## src/rtl/cam_frame_writer.sv

```systemverilog
// cam_frame_writer
// Turns the OV-series YUV422 byte stream into linear frame-buffer writes.
// The luma byte of each pair is kept, cut down to its PIX_W most significant
// bits and written at row_base + col. All logic runs in the camera pclk domain.
//
// Optional build macro: CAM_GEOM_CHECK_EN
//   defined   -> err latches any line that does not end with exactly H_ACTIVE
//                luma bytes and any frame that does not end with V_ACTIVE lines.
//   undefined -> err is tied low and no checking logic exists.
module cam_frame_writer #(
    parameter int H_ACTIVE = 640,
    parameter int V_ACTIVE = 480,
    parameter int ADDR_W   = 19,
    parameter int PIX_W    = 4,
    parameter int Y_FIRST  = 1
) (
    input  logic              clk,
    input  logic              reset,
    input  logic              enable,
    input  logic              cam_href,
    input  logic              cam_vsync,
    input  logic [7:0]        cam_data,
    output logic [ADDR_W-1:0] wr_addr,
    output logic [PIX_W-1:0]  wr_data,
    output logic              wr_en,
    output logic              frame_done,
    output logic              busy,
    output logic              err
);

    // col counts one past H_ACTIVE so an overlong line stays distinguishable
    // from an exact one; row saturates at V_ACTIVE.
    localparam int COL_W = $clog2(H_ACTIVE + 2);
    localparam int ROW_W = $clog2(V_ACTIVE + 1);

    localparam logic [COL_W-1:0]  COL_FULL  = COL_W'(H_ACTIVE);
    localparam logic [COL_W-1:0]  COL_SAT   = COL_W'(H_ACTIVE + 1);
    localparam logic [ROW_W-1:0]  ROW_FULL  = ROW_W'(V_ACTIVE);
    localparam logic [ADDR_W-1:0] LINE_STEP = ADDR_W'(H_ACTIVE);

    // Byte phase that carries luma: phase 0 when luma leads the pair.
    localparam logic LUMA_PHASE = (Y_FIRST != 0) ? 1'b0 : 1'b1;

    localparam logic [1:0] ST_IDLE       = 2'd0;
    localparam logic [1:0] ST_SYNC       = 2'd1;
    localparam logic [1:0] ST_WAIT_FRAME = 2'd2;
    localparam logic [1:0] ST_ACTIVE     = 2'd3;

    logic [1:0]        state_q, state_d;
    logic              href_q;
    logic              vsync_q;
    logic              phase_q, phase_d;
    logic [COL_W-1:0]  col_q, col_d;
    logic [ROW_W-1:0]  row_q, row_d;
    logic [ADDR_W-1:0] row_base_q, row_base_d;
    logic [ADDR_W-1:0] wr_addr_q, wr_addr_d;
    logic [PIX_W-1:0]  wr_data_q, wr_data_d;
    logic              wr_en_q, wr_en_d;
    logic              frame_done_q, frame_done_d;
    logic              busy_q, busy_d;

    logic href_rise;
    logic href_fall;
    logic vsync_rise;
    logic vsync_fall;
    logic cur_phase;
    logic is_luma;

    // Only the upper PIX_W bits of the camera byte are stored.
    logic unused_cam_bits;
    assign unused_cam_bits = ^cam_data;

    // Edge detection against a single registered copy of the sync lines.
    assign href_rise  =  cam_href  & ~href_q;
    assign href_fall  = ~cam_href  &  href_q;
    assign vsync_rise =  cam_vsync & ~vsync_q;
    assign vsync_fall = ~cam_vsync &  vsync_q;

    // A rising href restarts the pair, so the first byte of a line is phase 0
    // even though phase_q has not been cleared yet.
    assign cur_phase = href_rise ? 1'b0 : phase_q;
    assign is_luma   = cam_href && (cur_phase == LUMA_PHASE);

    // Registered copies of href/vsync for edge detection.
    always_ff @(posedge clk or posedge reset) begin
        if (reset) begin
            href_q  <= 1'b0;
            vsync_q <= 1'b0;
        end else begin
            href_q  <= cam_href;
            vsync_q <= cam_vsync;
        end
    end

    // Next-state logic: frame sequencing, pixel counting and write generation.
    always_comb begin
        state_d      = state_q;
        phase_d      = phase_q;
        col_d        = col_q;
        row_d        = row_q;
        row_base_d   = row_base_q;
        wr_addr_d    = wr_addr_q;
        wr_data_d    = wr_data_q;
        wr_en_d      = 1'b0;
        frame_done_d = 1'b0;

        if (!enable) begin
            // Losing configuration abandons the frame silently.
            state_d = ST_IDLE;
        end else begin
            case (state_q)
                ST_IDLE: begin
                    state_d = ST_SYNC;
                end

                ST_SYNC: begin
                    // Seeing vsync high guarantees we start on a frame edge.
                    if (cam_vsync) begin
                        state_d = ST_WAIT_FRAME;
                    end
                end

                ST_WAIT_FRAME: begin
                    if (vsync_fall) begin
                        col_d      = '0;
                        row_d      = '0;
                        row_base_d = '0;
                        phase_d    = 1'b0;
                        state_d    = ST_ACTIVE;
                    end
                end

                ST_ACTIVE: begin
                    if (vsync_rise) begin
                        // Frame over; a line still in flight is dropped
                        // without counting it.
                        frame_done_d = 1'b1;
                        state_d      = ST_WAIT_FRAME;
                    end else begin
                        if (cam_href) begin
                            phase_d = ~cur_phase;
                        end

                        if (is_luma) begin
                            if ((col_q < COL_FULL) && (row_q < ROW_FULL)) begin
                                wr_en_d   = 1'b1;
                                wr_addr_d = row_base_q + ADDR_W'(col_q);
                                wr_data_d = cam_data[7 -: PIX_W];
                            end
                            if (col_q != COL_SAT) begin
                                col_d = col_q + COL_W'(1);
                            end
                        end

                        if (href_fall) begin
                            if (row_q < ROW_FULL) begin
                                row_d = row_q + ROW_W'(1);
                            end
                            row_base_d = row_base_q + LINE_STEP;
                            col_d      = '0;
                        end
                    end
                end

                default: begin
                    state_d = ST_IDLE;
                end
            endcase
        end

        busy_d = (state_d == ST_ACTIVE);
    end

    // State and output registers, all cleared immediately by reset.
    always_ff @(posedge clk or posedge reset) begin
        if (reset) begin
            state_q      <= ST_IDLE;
            phase_q      <= 1'b0;
            col_q        <= '0;
            row_q        <= '0;
            row_base_q   <= '0;
            wr_addr_q    <= '0;
            wr_data_q    <= '0;
            wr_en_q      <= 1'b0;
            frame_done_q <= 1'b0;
            busy_q       <= 1'b0;
        end else begin
            state_q      <= state_d;
            phase_q      <= phase_d;
            col_q        <= col_d;
            row_q        <= row_d;
            row_base_q   <= row_base_d;
            wr_addr_q    <= wr_addr_d;
            wr_data_q    <= wr_data_d;
            wr_en_q      <= wr_en_d;
            frame_done_q <= frame_done_d;
            busy_q       <= busy_d;
        end
    end

    assign wr_addr    = wr_addr_q;
    assign wr_data    = wr_data_q;
    assign wr_en      = wr_en_q;
    assign frame_done = frame_done_q;
    assign busy       = busy_q;

`ifdef CAM_GEOM_CHECK_EN
    logic err_q, err_d;

    // Sticky geometry error: wrong luma count per line or wrong line count per frame.
    always_comb begin
        err_d = err_q;
        if (enable && (state_q == ST_ACTIVE)) begin
            if (vsync_rise) begin
                if (row_q != ROW_FULL) begin
                    err_d = 1'b1;
                end
            end else if (href_fall && (col_q != COL_FULL)) begin
                err_d = 1'b1;
            end
        end
    end

    // Error flag register, cleared only by reset.
    always_ff @(posedge clk or posedge reset) begin
        if (reset) begin
            err_q <= 1'b0;
        end else begin
            err_q <= err_d;
        end
    end

    assign err = err_q;
`else
    assign err = 1'b0;
`endif

endmodule

```

## config.mk

```make
export PLATFORM = sky130hd
export DESIGN_NAME = cam_frame_writer
export DESIGN_NICKNAME = d
export VERILOG_FILES = /design/src/rtl/cam_frame_writer.sv
export SDC_FILE = /design/constraint.sdc
export NUM_CORES = 1
export LEC_CHECK = 0
export CAP_MARGIN = 20
export CORE_MARGIN = 4
export CORE_UTILIZATION = 55
export DETAILED_ROUTE_END_ITERATION = 16
export GPL_TIMING_DRIVEN = 0
export PLACE_DENSITY = 0.86
export SYNTH_ARGS = -nofsm -noshare
export SYNTH_HDL_FRONTEND = slang
export SYNTH_SLANG_ARGS = --single-unit
```

## constraint.sdc

```tcl
create_clock -name clk -period 2.3 [get_ports clk]
set_input_delay 0.46 -clock clk [delete_from_list [all_inputs] [get_ports clk]]
set_output_delay 0.46 -clock clk [all_outputs]
set_load 0.005 [all_outputs]
```

==> flow_metrics.env <==
export IMPL_status="finished, final reports clean"
export IMPL_fillers=404
export IMPL_synth_top_flop_cell="dfrtp_1"
export IMPL_syn_inst=320
export IMPL_synth_edf_count=0
export IMPL_power_density_nw_per_um2=664
export IMPL_initial_core_util_pct=56.8
export IMPL_grt_antenna_before_repair=0
export IMPL_final_common_cell="dfrtp_1"
export IMPL_h_tree_depth=3
export IMPL_overflow=0
export IMPL_cts_tree="built"
export IMPL_ir_worst_vdd_mv=0.334
export IMPL_antenna_left=0
export IMPL_clock_latency_ns=0.33
export IMPL_final_cell_mix="61 x dfrtp_1, 33 x clkdlybuf4s50_1, 30 x a21oi_1"
export IMPL_ios=40
export IMPL_first_pass_iters=4
export IMPL_finalPower_uw=2510
export IMPL_fmax_mhz=457
export IMPL_min_period_ns=2.19
export IMPL_ys_seq_area_share_pct=49.6
export IMPL_critPathMaxFanout=10
export IMPL_finalSetupViolCount=0
export IMPL_seqCellArea_sq_um=1550
export IMPL_critical_path_class="in2reg"
export IMPL_drcViolationCount=0
export IMPL_async_reset_ff_share_pct=100
export IMPL_clockRootBuffer="clkbuf_8"
export IMPL_final_nets=389
export IMPL_hold_slack_ns=0.444
export IMPL_end_kind="register"
export IMPL_slew_viol_final=0
export IMPL_final_setup_tns_ns=0
export IMPL_drt_wl_total_um=6730
export IMPL_slowest_stage="clkdlybuf4s50_1"
export IMPL_period_share_pct=95.2
export IMPL_dieArea_sq_um=6960
export IMPL_cts_made_buffers=9
export IMPL_rows=27
export IMPL_grt_pass1_vias=2543
export IMPL_hpwl_um=4700
export IMPL_syn_cell_area_sq_um=3130
export IMPL_yosys_warnings=0
export IMPL_cpPeakStageDelay_ns=0.53
export IMPL_ys_ff_latch=62
export IMPL_synth_top_area_cell="dfrtp_1"
export IMPL_clk_pin_slew_ns=0.07
export IMPL_cp_cell_sequence="clkdlybuf4s50_1, a21boi_1, nand3_1, nor3b_4, clkbuf_2, mux2_2"
export IMPL_drive_gt1_share_pct=12.1
export IMPL_crit_required_ns=2.52
export IMPL_synth_top_cell_area_share_pct=49.6
export IMPL_vias_per_cell=5.83
export IMPL_tightest_slew_ns=0.711
export IMPL_antenna_cells=0
export IMPL_drt_iter0_drc=253
export IMPL_port_buffers=34
export IMPL_num_vias=2589
export IMPL_yosys_top_cells_area="dfrtp_1 50%, a21oi_1 5.0%, o21ai_0 4.5%, mux2_2 4.3%, ha_1 3.2%"
export IMPL_die_h_um=83.4
export IMPL_die_w_um=83.4
export IMPL_drv_cap=0
export IMPL_multi_input_area_sq_um=1510
export IMPL_avgSynthCellArea_sq_um=9.78
export IMPL_worstPathArrival_ns=2.41
export IMPL_track_usage_pct=20.1
export IMPL_netlist_cell_type_count=44
export IMPL_finalWeightedCongestion=0.881
export IMPL_post_drt_wl_per_cell_um=15.2
export IMPL_coreArea_sq_um=5510
export IMPL_grt_pass1_wl_um=11400
export IMPL_hold_viol=0
export IMPL_cp_top_family="buffers and inverters"
export IMPL_max_slew_margin_pct=52.2
export IMPL_cts_max_path_buffers=2
export IMPL_cp_start_kind="input port"
export IMPL_crit_buf_inv=2
export IMPL_grt_start_max_net_pins=44
export IMPL_syn2layout_area_growth_pct=21.0
export IMPL_cts_sinks=62
export IMPL_leakagePower_uw=0.00160
export IMPL_hp_class="in2async"
export IMPL_fin_skew_ns=0.00974
cells by family after synthesis:
family          after synthesis  synth area share [%]
other cells                   1                 0.120
flops                        62                  49.6
buf+inv                      23                  3.00
compound gates               84                  15.5
simple gates                110                  18.6
fa+ha+maj                    10                  3.88
mux                          13                  4.64
xor+xnor                     17                  4.76
report_power, final:
| group | leakage, uW | internal (uW) | total [uW] | switching [uW] |
|---|---|---|---|---|
| logic | 0.000676 | 242 | 410 | 168 |
| clock network | 0.0000910 | 438 | 837 | 399 |
| registers | 0.000836 | 1200 | 1270 | 68.3 |
what timing repair did:
item / CTS / global route
endpoints found under the setup margin: 26 / 21
hold buffers: 0 / 0
resized for setup: 3 / 5
pin swaps: 1 / 0
setup buffers: 1 / 0
through the flow:
stage	std cells	util, %	setup slack [ns]	cell area [sq um]
floorplan	321	-	0.274	3130
global placement	427	64.7	-0.823	3560
detailed placement	428	65.1	-0.901	3580
CTS	444	68.5	0.0511	3770
global route	444	68.8	-0.00769	3790
finish	444	68.8	0.110	3790
layer usage:
layer	GRT usage (%)	part of all wire [%]
met1	24.9	44
met2	34.4	49
met3	2.98	5.1
met4	9.80	2.4
met5	0	0
synth_stat cells, drive strengths merged (4+ instances only):
library cell,number
nand3b,4
clkbuf,11
and2,4
o31ai,8
dfrtp,62
nand3,11
nand2,23
or3,12
xnor2,9
mux2,12
buf,4
ha,8
a21oi,31
nor3,4
xor2,8
nand4,10
nor2,23
or4,7
a31oi,4
o21ai,28
inv,8
final timing paths:
check	start	endpoint	slack, ns	cells past startpoint
min reg2reg	row_q[8]	row_q[8]	0.50	1
max in group asynchronous	reset	col_q[9]	1.29	3
min in group clk	row_q[8]	row_q[8]	0.50	1
max reg2reg	state_q[0]	row_base_q[17]	0.17	6
min	reset	row_q[3]	0.44	2
max	cam_href	wr_addr[7]	0.11	6
registers in the layout, summed over array words and instances, names as in the netlist:
| signal | cells |
|---|---|
| phase_q | 1 |
| wr_data | 4 |
| vsync_q | 1 |
| row_base_q | 12 |
| row_q | 9 |
| busy | 1 |
| wr_en | 1 |
| state_q | 2 |
| wr_addr | 19 |
| frame_done | 1 |
| href_q | 1 |
| col_q | 10 |
area by class of cell:
| cell class | instances | area share [%] |
|---|---|---|
| plain buffers | 15 | 1.72 |
| clock buffers | 11 | 4.00 |
| clock inverters | 4 | 0.595 |
| multi-input cells | 236 | 39.8 |
| inverters | 8 | 0.793 |
| well taps | 72 | 2.38 |
| flip-flops and latches | 62 | 41.0 |
| repair buffers | 36 | 9.68 |
(Power assumes the default switching activity.)
